File: src/rtl/seg_pkg.sv
// Shared constants, font and message tables for the 7-segment display controller.
// All glyphs are active-low with bit order gfedcba.
package seg_pkg;

    localparam logic [6:0] SEG_BLANK = 7'b1111111;
    localparam logic [6:0] SEG_DASH  = 7'b0111111;

    localparam int MSG_LEN = 8;

    typedef enum logic [1:0] {
        MODE_NORMAL = 2'd0,
        MODE_LOSE   = 2'd1,
        MODE_WIN    = 2'd2,
        MODE_BLANK  = 2'd3
    } mode_t;

    typedef enum logic [1:0] {
        CONV_IDLE,
        CONV_SHIFT,
        CONV_DONE
    } conv_state_t;

    // "You LoSE" and "good job", element 0 is the leftmost digit
    localparam logic [6:0] MSG_LOSE [MSG_LEN] = '{
        ~7'h6E, ~7'h5C, ~7'h1C, SEG_BLANK, ~7'h38, ~7'h5C, ~7'h6D, ~7'h79
    };
    localparam logic [6:0] MSG_WIN [MSG_LEN] = '{
        ~7'h6F, ~7'h5C, ~7'h5C, ~7'h5E, SEG_BLANK, ~7'h0E, ~7'h5C, ~7'h7C
    };

    // Nibble to glyph: 0-9, A b C d E; F is blank
    function automatic logic [6:0] glyph(input logic [3:0] nib);
        case (nib)
            4'h0:    return ~7'h3F;
            4'h1:    return ~7'h06;
            4'h2:    return ~7'h5B;
            4'h3:    return ~7'h4F;
            4'h4:    return ~7'h66;
            4'h5:    return ~7'h6D;
            4'h6:    return ~7'h7D;
            4'h7:    return ~7'h07;
            4'h8:    return ~7'h7F;
            4'h9:    return ~7'h6F;
            4'hA:    return ~7'h77;
            4'hB:    return ~7'h7C;
            4'hC:    return ~7'h39;
            4'hD:    return ~7'h5E;
            4'hE:    return ~7'h79;
            default: return SEG_BLANK;
        endcase
    endfunction

    // Banner glyph for a digit position; positions past the message are blank
    function automatic logic [6:0] msg_glyph(input logic is_win, input int idx);
        logic [2:0] sel;
        if (idx < 0 || idx >= MSG_LEN) return SEG_BLANK;
        sel = idx[2:0];
        return is_win ? MSG_WIN[sel] : MSG_LOSE[sel];
    endfunction

endpackage

File: src/rtl/seg_display_ctrl_if.sv
// Bus between the game FSM (master) and the segment display controller (slave).
interface seg_display_ctrl_if #(
    parameter int NUM_DIGITS = 8,
    parameter int FIELD_W    = 7
);
    logic                    load;
    logic [FIELD_W-1:0]      value;
    logic                    busy;
    logic [1:0]              mode;
    logic [NUM_DIGITS*4-1:0] raw_digits;
    logic [NUM_DIGITS-1:0]   digit_en;
    logic [NUM_DIGITS*7-1:0] seg;

    modport master (
        output load, value, mode, raw_digits, digit_en,
        input  busy, seg
    );

    modport slave (
        input  load, value, mode, raw_digits, digit_en,
        output busy, seg
    );
endinterface

File: src/rtl/bin2bcd_seq.sv
// Sequential shift-add-3 binary to BCD converter, one bit per cycle.
// The captured source value is held alongside the result for range checks.
module bin2bcd_seq
    import seg_pkg::*;
#(
    parameter int FIELD_W      = 7,
    parameter int FIELD_DIGITS = 2
) (
    input  logic                      clk,
    input  logic                      restart,
    input  logic                      start,
    input  logic [FIELD_W-1:0]        bin_in,
    output logic                      busy,
    output logic                      done,
    output logic [FIELD_DIGITS*4-1:0] bcd,
    output logic [FIELD_W-1:0]        src
);

    localparam int CW = $clog2(FIELD_W + 1);

    conv_state_t               state, state_next;
    logic [FIELD_W-1:0]        shift_bin, bin_next;
    logic [FIELD_W-1:0]        src_reg, src_next;
    logic [FIELD_DIGITS*4-1:0] bcd_reg, bcd_next, adjusted;
    logic [CW-1:0]             count, count_next;

    // State and datapath registers; restart aborts any conversion in flight
    always_ff @(posedge clk or posedge restart) begin
        if (restart) begin
            state     <= CONV_IDLE;
            shift_bin <= '0;
            src_reg   <= '0;
            bcd_reg   <= '0;
            count     <= '0;
        end else begin
            state     <= state_next;
            shift_bin <= bin_next;
            src_reg   <= src_next;
            bcd_reg   <= bcd_next;
            count     <= count_next;
        end
    end

    // Add 3 to every BCD digit that is 5 or more before the next shift
    always_comb begin
        adjusted = bcd_reg;
        for (int d = 0; d < FIELD_DIGITS; d++) begin
            if (bcd_reg[d*4 +: 4] >= 4'd5) begin
                adjusted[d*4 +: 4] = bcd_reg[d*4 +: 4] + 4'd3;
            end
        end
    end

    // Next-state and datapath update for IDLE -> SHIFT x FIELD_W -> DONE
    always_comb begin
        state_next = state;
        bin_next   = shift_bin;
        src_next   = src_reg;
        bcd_next   = bcd_reg;
        count_next = count;
        unique case (state)
            CONV_IDLE: begin
                if (start) begin
                    src_next   = bin_in;
                    bin_next   = bin_in;
                    bcd_next   = '0;
                    count_next = '0;
                    state_next = CONV_SHIFT;
                end
            end
            CONV_SHIFT: begin
                bcd_next   = {adjusted[FIELD_DIGITS*4-2:0], shift_bin[FIELD_W-1]};
                bin_next   = {shift_bin[FIELD_W-2:0], 1'b0};
                count_next = count + 1'b1;
                if (count == CW'(FIELD_W - 1)) begin
                    state_next = CONV_DONE;
                end
            end
            CONV_DONE: begin
                state_next = CONV_IDLE;
            end
            default: begin
                state_next = CONV_IDLE;
            end
        endcase
    end

    assign busy = (state != CONV_IDLE);
    assign done = (state == CONV_DONE);
    assign bcd  = bcd_reg;
    assign src  = src_reg;

endmodule

File: src/rtl/seg_display_ctrl.sv
// Registered driver for a bank of active-low 7-segment digits: a converted
// numeric field with blanking/overflow/blink, raw nibble digits, and banners.
module seg_display_ctrl
    import seg_pkg::*;
#(
    parameter int NUM_DIGITS   = 8,
    parameter int FIELD_W      = 7,
    parameter int FIELD_DIGITS = 2,
    parameter int BLINK_HALF   = 25_000_000,
    parameter int BLINK_THRESH = 10
) (
    input logic               clk,
    input logic               restart,
    seg_display_ctrl_if.slave bus
);

    localparam logic [31:0] FIELD_MAX = 32'(10 ** FIELD_DIGITS - 1);
    localparam logic [31:0] THRESH    = 32'(BLINK_THRESH);
    localparam int          BCW       = (BLINK_HALF > 1) ? $clog2(BLINK_HALF) : 1;

    logic                      conv_busy;
    logic                      conv_done;
    logic [FIELD_DIGITS*4-1:0] conv_bcd;
    logic [FIELD_W-1:0]        conv_src;

    logic [FIELD_DIGITS*4-1:0] field_bcd;
    logic                      field_valid;
    logic                      field_ovf;
    logic                      field_low;

    logic [BCW-1:0]            blink_cnt;
    logic                      blink_on;

    logic [6:0]                field_glyph [FIELD_DIGITS];
    logic [3:0]                nib;
    logic                      seen_nonzero;
    logic [NUM_DIGITS*7-1:0]   seg_next;
    logic [NUM_DIGITS*7-1:0]   seg_reg;
    mode_t                     mode_sel;
    logic                      unused_field_nibbles;

    assign mode_sel             = mode_t'(bus.mode);
    assign unused_field_nibbles = ^bus.raw_digits[FIELD_DIGITS*4-1:0];

    bin2bcd_seq #(
        .FIELD_W      (FIELD_W),
        .FIELD_DIGITS (FIELD_DIGITS)
    ) u_conv (
        .clk     (clk),
        .restart (restart),
        .start   (bus.load),
        .bin_in  (bus.value),
        .busy    (conv_busy),
        .done    (conv_done),
        .bcd     (conv_bcd),
        .src     (conv_src)
    );

    // Commit the finished conversion together with its range flags
    always_ff @(posedge clk or posedge restart) begin
        if (restart) begin
            field_bcd   <= '0;
            field_valid <= 1'b0;
            field_ovf   <= 1'b0;
            field_low   <= 1'b0;
        end else if (conv_done) begin
            field_bcd   <= conv_bcd;
            field_valid <= 1'b1;
            field_ovf   <= (32'(conv_src) > FIELD_MAX);
            field_low   <= (32'(conv_src) < THRESH);
        end
    end

    // Free-running blink timebase, toggling every BLINK_HALF cycles
    always_ff @(posedge clk or posedge restart) begin
        if (restart) begin
            blink_cnt <= '0;
            blink_on  <= 1'b1;
        end else if (blink_cnt == BCW'(BLINK_HALF - 1)) begin
            blink_cnt <= '0;
            blink_on  <= ~blink_on;
        end else begin
            blink_cnt <= blink_cnt + 1'b1;
        end
    end

    // Field digit glyphs: overflow dash, then blink, then leading-zero blank
    always_comb begin
        nib          = '0;
        seen_nonzero = 1'b0;
        for (int p = 0; p < FIELD_DIGITS; p++) begin
            nib = field_bcd[(FIELD_DIGITS-1-p)*4 +: 4];
            if (nib != 4'd0) begin
                seen_nonzero = 1'b1;
            end
            if (!field_valid) begin
                field_glyph[p] = SEG_BLANK;
            end else if (field_ovf) begin
                field_glyph[p] = SEG_DASH;
            end else if (field_low && !blink_on) begin
                field_glyph[p] = SEG_BLANK;
            end else if (!seen_nonzero && p != FIELD_DIGITS - 1) begin
                field_glyph[p] = SEG_BLANK;
            end else begin
                field_glyph[p] = glyph(nib);
            end
        end
    end

    for (genvar d = 0; d < NUM_DIGITS; d++) begin : g_digit
        logic [6:0] base_glyph;
        logic [6:0] out_glyph;

        if (d < FIELD_DIGITS) begin : g_field
            assign base_glyph = field_glyph[d];
        end else begin : g_raw
            assign base_glyph = glyph(bus.raw_digits[d*4 +: 4]);
        end

        // Per-digit selection: enable first, then display mode
        always_comb begin
            out_glyph = SEG_BLANK;
            if (bus.digit_en[d]) begin
                case (mode_sel)
                    MODE_NORMAL: out_glyph = base_glyph;
                    MODE_LOSE:   out_glyph = msg_glyph(1'b0, d);
                    MODE_WIN:    out_glyph = msg_glyph(1'b1, d);
                    default:     out_glyph = SEG_BLANK;
                endcase
            end
        end

        assign seg_next[d*7 +: 7] = out_glyph;
    end

    // Output register so the segment pins never see combinational glitches
    always_ff @(posedge clk or posedge restart) begin
        if (restart) begin
            seg_reg <= '1;
        end else begin
            seg_reg <= seg_next;
        end
    end

    assign bus.seg  = seg_reg;
    assign bus.busy = conv_busy;

endmodule

File: src/flat_wrapper.sv
// flat-port wrapper written by rule: the top's interface ports become plain ports
module seg_display_ctrl_flat import seg_pkg::*;
#(
    parameter int NUM_DIGITS   = 8,
    parameter int FIELD_W      = 7,
    parameter int FIELD_DIGITS = 2,
    parameter int BLINK_HALF   = 25_000_000,
    parameter int BLINK_THRESH = 10
)
  (clk, restart, bus_load, bus_value, bus_mode, bus_raw_digits, bus_digit_en, bus_busy, bus_seg);
  seg_display_ctrl_if #(.NUM_DIGITS(NUM_DIGITS), .FIELD_W(FIELD_W)) bus_i ();
  input logic clk;
  input logic restart;
  input wire logic [$bits(bus_i.load)-1:0] bus_load;
  input wire logic [$bits(bus_i.value)-1:0] bus_value;
  input wire logic [$bits(bus_i.mode)-1:0] bus_mode;
  input wire logic [$bits(bus_i.raw_digits)-1:0] bus_raw_digits;
  input wire logic [$bits(bus_i.digit_en)-1:0] bus_digit_en;
  output wire logic [$bits(bus_i.busy)-1:0] bus_busy;
  output wire logic [$bits(bus_i.seg)-1:0] bus_seg;
  assign bus_i.load = bus_load;
  assign bus_i.value = bus_value;
  assign bus_i.mode = bus_mode;
  assign bus_i.raw_digits = bus_raw_digits;
  assign bus_i.digit_en = bus_digit_en;
  assign bus_busy = bus_i.busy;
  assign bus_seg = bus_i.seg;
  seg_display_ctrl #(.NUM_DIGITS(NUM_DIGITS), .FIELD_W(FIELD_W), .FIELD_DIGITS(FIELD_DIGITS), .BLINK_HALF(BLINK_HALF), .BLINK_THRESH(BLINK_THRESH)) u_core (.clk(clk), .restart(restart), .bus(bus_i));
endmodule
File: config.mk
export PLATFORM = sky130hd
export DESIGN_NAME = seg_display_ctrl_flat
export DESIGN_NICKNAME = d
export VERILOG_FILES = /design/src/rtl/seg_pkg.sv /design/src/rtl/seg_display_ctrl_if.sv /design/src/rtl/bin2bcd_seq.sv /design/src/rtl/seg_display_ctrl.sv /design/src/flat_wrapper.sv
export SDC_FILE = /design/constraint.sdc
export NUM_CORES = 1
export LEC_CHECK = 0
export CAP_MARGIN = 30
export CORE_MARGIN = 2
export CORE_UTILIZATION = 50
export CTS_CLUSTER_SIZE = 40
export DETAILED_ROUTE_END_ITERATION = 6
export HOLD_SLACK_MARGIN = 0.06
export PLACE_DENSITY = 0.75
export SLEW_MARGIN = 20
export SYNTH_ARGS = -nofsm -noshare
export SYNTH_HDL_FRONTEND = slang
export SYNTH_SLANG_ARGS = --single-unit
File: constraint.sdc
create_clock -name clk -period 7.5 [get_ports clk]
set_clock_uncertainty 0.05 [all_clocks]
set_input_delay 0.75 -clock clk [delete_from_list [all_inputs] [get_ports clk]]
set_output_delay 0.75 -clock clk [all_outputs]
set_load 0.01 [all_outputs]
==> impl_metrics.prom <==
# TYPE chip_impl_metric gauge
chip_impl_metric{name="place.port_buffers",unit=""} 100
chip_impl_metric{name="numCtsBuffers",unit=""} 17
chip_impl_metric{name="nNetsFinal",unit=""} 879
chip_impl_metric{name="crit_fanout",unit=""} 10
chip_impl_info{name="synth_top_cell_by_area",value="sky130_fd_sc_hd__dfrtp_1"} 1
chip_impl_metric{name="total_leakage_power",unit="nW"} 3.70
chip_impl_metric{name="fp-row-count",unit=""} 43
chip_impl_metric{name="grt_antenna_before_repair",unit=""} 0
chip_impl_metric{name="clockPowerShare",unit=""} 0.325
chip_impl_metric{name="num_io_pins",unit=""} 109
chip_impl_metric{name="synth-seq-cells",unit=""} 119
chip_impl_info{name="cts.root.buffer_cell",value="sky130_fd_sc_hd__clkbuf_16"} 1
chip_impl_metric{name="dr.pass1.iters",unit=""} 5
chip_impl_metric{name="comb_power_share",unit=""} 0.288
chip_impl_metric{name="die-area",unit="um^2"} 14900
chip_impl_metric{name="number_of_global_route_vias_before_repair",unit=""} 5184
chip_impl_metric{name="groute.usage.overall",unit=""} 0.211
chip_impl_info{name="rsz_0062_raised_after_global_routing",value="no"} 1
chip_impl_metric{name="hold_path_depth",unit=""} 2
chip_impl_metric{name="timing.final.setup_violations",unit=""} 0
chip_impl_metric{name="place.detailed.instances",unit=""} 928
chip_impl_metric{name="met3_grt_util",unit=""} 0.0688
chip_impl_metric{name="floorplan.initialDensity",unit=""} 0.506
chip_impl_metric{name="cts.sink_count",unit=""} 119
chip_impl_info{name="min-delay-start",value="u_core.u_conv.shift_bin[4]$_DFFE_PP0P_"} 1
chip_impl_metric{name="timing.reg2reg.setup_slack",unit="ns"} 5.40
chip_impl_info{name="critical_path.top_delay_family",value="simple AND/OR/NAND/NOR gates"} 1
chip_impl_metric{name="worst_path_largest_cell_delay",unit="ns"} 0.61
chip_impl_metric{name="post_synthesis_sequential_area_ratio",unit=""} 0.437
chip_impl_metric{name="synth.avg_cell_area",unit="um^2"} 10.3
chip_impl_metric{name="r2r_cells",unit=""} 6
chip_impl_metric{name="synth_async_sr_flop_share",unit=""} 1.00
chip_impl_metric{name="max_freq",unit="MHz"} 370
chip_impl_metric{name="grt_overflow_total",unit=""} 0
chip_impl_info{name="tritoncts",value="built"} 1
chip_impl_metric{name="clk_pin_slew_worst_paths",unit="ns"} 0.05
chip_impl_metric{name="grt_max_degree",unit=""} 54
chip_impl_metric{name="synth.distinct_cells",unit=""} 63
chip_impl_metric{name="synth-edff-count",unit=""} 0
chip_impl_metric{name="synthesis.yosys.warnings",unit=""} 0
chip_impl_metric{name="critical_path_required",unit="ns"} 7.78
chip_impl_metric{name="share_seq_of_total_power",unit=""} 0.387
chip_impl_info{name="cp_cell_sequence",value="clkdlybuf4s50_1 > inv_1 > ha_1 > nand2_1 > or4b_1 > a221oi_1 > o21ai_0"} 1
chip_impl_metric{name="hold_buffer_count_at_cts",unit=""} 0
chip_impl_metric{name="die_width",unit="um"} 122
chip_impl_metric{name="areaGrowthSynthToFinish",unit="%"} 24.5
chip_impl_info{name="top_usage_layer",value="met2"} 1
chip_impl_metric{name="layout_min_cycle_time",unit="ns"} 2.70
chip_impl_metric{name="grt_pass1_wl",unit="um"} 24700
chip_impl_info{name="layout.cells.most_common_list",value="sky130_fd_sc_hd__clkdlybuf4s50_1, sky130_fd_sc_hd__dfrtp_1, sky130_fd_sc_hd__nand2_1, sky130_fd_sc_hd__ha_1, sky130_fd_sc_hd__dfstp_2"} 1
chip_impl_metric{name="gp_congestion",unit=""} 0.879
chip_impl_metric{name="count_of_mapped_cells_out_of_synthesis",unit=""} 676
chip_impl_metric{name="post_cts_buffers",unit=""} 0
chip_impl_metric{name="synthesis.nets",unit=""} 787
chip_impl_metric{name="coreArea",unit="um^2"} 13800
chip_impl_metric{name="synth_area",unit="um^2"} 6970
chip_impl_metric{name="clk_path_buf_depth",unit=""} 2
chip_impl_metric{name="power_report.internal_total",unit="mW"} 1.57
chip_impl_info{name="startpoint_type",value="input pin"} 1
chip_impl_metric{name="fraction_of_layout_instances_using_a_drive_strength_above_1",unit=""} 0.169
chip_impl_metric{name="groute.layer.met2.usage",unit=""} 0.326
chip_impl_metric{name="worst-slew-pin-transition",unit="ns"} 0.875
chip_impl_metric{name="power_density_of_the_placed_cells",unit="nW/um^2"} 264
chip_impl_metric{name="power_switching_share",unit=""} 0.314
chip_impl_metric{name="via_cell_ratio",unit=""} 5.62
chip_impl_metric{name="final_report_hold_violation_count",unit=""} 0
chip_impl_metric{name="stdcell_count",unit=""} 961
chip_impl_metric{name="timing.slew.headroom",unit=""} 0.415
chip_impl_info{name="reg2reg_from",value="u_core.field_bcd[4]$_DFFE_PP0N_"} 1
chip_impl_metric{name="finalCoreUtilization",unit=""} 0.630
chip_impl_metric{name="synth_top_cell_area_share",unit=""} 0.223
chip_impl_metric{name="drt_wl_total",unit="um"} 14900
chip_impl_metric{name="num_vias",unit=""} 5397
chip_impl_metric{name="fin_crit_sh",unit=""} 0.360
chip_impl_info{name="cpMaxStageDelayCell",value="sky130_fd_sc_hd__or4b_1"} 1
chip_impl_metric{name="detailed_route_iter0_violations",unit=""} 348
chip_impl_info{name="layout.cells.most_common",value="sky130_fd_sc_hd__clkdlybuf4s50_1"} 1
chip_impl_metric{name="power.ir.vdd_worst",unit="mV"} 0.222
chip_impl_metric{name="setup_tns",unit="ns"} 0
chip_impl_metric{name="met1_routing_resource_usage_after_global_routing",unit=""} 0.279
chip_impl_metric{name="detailedPlace.worstSlack",unit="ns"} 4.26
chip_impl_metric{name="ctsResizeCount",unit=""} 0
chip_impl_metric{name="filler_cell_count",unit=""} 1104
chip_impl_metric{name="detail-route-antenna-nets",unit=""} 0
chip_impl_info{name="status",value="completed"} 1
chip_impl_metric{name="latest_clock_arrival_within_the_worst_skew_pair",unit="ns"} 0.42
chip_impl_info{name="hold_path_end",value="u_core.u_conv.shift_bin[4]$_DFFE_PP0P_"} 1
chip_impl_metric{name="cap_violations",unit=""} 0
chip_impl_metric{name="timing.final.max_slew_violations",unit=""} 0
chip_impl_metric{name="critPathArrivalTime",unit="ns"} 2.98
chip_impl_info{name="timing.setup.critical_path_class",value="in2reg"} 1
chip_impl_metric{name="totalPowerFinal",unit="mW"} 2.29
chip_impl_metric{name="largest_reg_flops",unit=""} 56
chip_impl_metric{name="count_of_buffering_cells_on_the_critical_path_with_inverters_included",unit=""} 2
chip_impl_metric{name="die_y",unit="um"} 122
chip_impl_metric{name="htreeDepth",unit=""} 4
chip_impl_metric{name="post-route-drc-count",unit=""} 0
chip_impl_metric{name="p_switching",unit="mW"} 0.720
chip_impl_info{name="yosys_most_used_dff",value="sky130_fd_sc_hd__dfrtp_1"} 1
chip_impl_info{name="worst_setup_path_end_kind",value="register"} 1
chip_impl_metric{name="post_drt_wl_per_cell",unit="um"} 15.5
chip_impl_metric{name="n_antenna_cell",unit=""} 0
chip_impl_info{name="holdCritPathClass",value="reg2reg"} 1
chip_impl_info{name="synth_top_area_cells",value="sky130_fd_sc_hd__dfrtp_1, sky130_fd_sc_hd__dfstp_2, sky130_fd_sc_hd__ha_1, sky130_fd_sc_hd__mux4_2, sky130_fd_sc_hd__nand2_1"} 1
chip_impl_metric{name="final_critical_path_setup_slack",unit="ns"} 4.80
chip_impl_info{name="worstReg2RegEnd",value="u_core.bus.seg[2]$_DFF_PP1_"} 1
chip_impl_metric{name="dp.final_hpwl",unit="um"} 10600
==> tightest hold or removal path, stage by stage, from the launching register on <==
cell and delay, ns:
sky130_fd_sc_hd__dfrtp_1 0.34, sky130_fd_sc_hd__nand2_1 0.05, sky130_fd_sc_hd__nand2_1 0.05
==> worst max-delay path by stage <==
stage / from / to / depth (start not counted)
6_report: bus_mode[1] / u_core.bus.seg[2]$_DFF_PP1_ / 7
5_1_grt: bus_mode[1] / u_core.bus.seg[2]$_DFF_PP1_ / 7
4_1_cts: bus_mode[1] / u_core.bus.seg[13]$_DFF_PP1_ / 6
3_5_place_dp: bus_mode[1] / u_core.bus.seg[13]$_DFF_PP1_ / 6
3_3_place_gp: bus_mode[1] / u_core.bus.seg[13]$_DFF_PP1_ / 6
2_1_floorplan: restart / u_core.blink_cnt[0]$_DFF_PP0_ / 1
==> layout make-up <==
class	instances	area [um^2]	area share
tap	180	225	0.0260
timing repair buffer	106	1070	0.123
multi-input combinational	475	3600	0.415
sequential	119	3050	0.351
inverter	49	186	0.0215
clock buffer	29	531	0.0611
clock inverter	3	15.0	0.00173
==> power groups by stage <==
| stage | Clock [mW] | Sequential, mW | Combinational [mW] |
|---|---|---|---|
| CTS | 0.759 | 0.887 | 0.666 |
| floorplan | 0 | 0.864 | 0.477 |
| global route | 0.791 | 0.906 | 0.752 |
| finish | 0.745 | 0.888 | 0.661 |
| global placement | 0 | 0.887 | 0.634 |
| detailed placement | 0 | 0.895 | 0.663 |
==> cell families after synthesis <==
group | count (synthesis) | share of synthesized area
mux | 39 | 0.0905
simple gates | 213 | 0.159
buf+inv | 82 | 0.0456
xor+xnor | 20 | 0.0251
compound gates | 144 | 0.136
fa+ha+maj | 59 | 0.106
flops | 119 | 0.437
==> through the flow <==
step,instance area [um^2],hold slack (ns)
final,8680,0.421
after global routing,8680,0.449
after CTS,8670,0.426
after detailed placement,8120,0.414
after global placement,8100,0.405
after floorplan,6970,0.389
==> cell usage after synthesis, drive strengths merged (18+ instances only) <==
cell type  instances
dfrtp             62
ha                59
nand2             59
dfstp             57
inv               48
nor2              45
o21ai             41
nand3             23
clkbuf            22
a21oi             21
mux4              18
nor3              18
==> routing by layer <==
metal	share of wire	routed length (um)	up-vias
li1	-	-	2576
met1	0.44	6590	2603
met2	0.47	7020	192
met3	0.064	946	26
met4	0.020	295	0
met5	0	0	-
(Power assumes the default switching activity.)
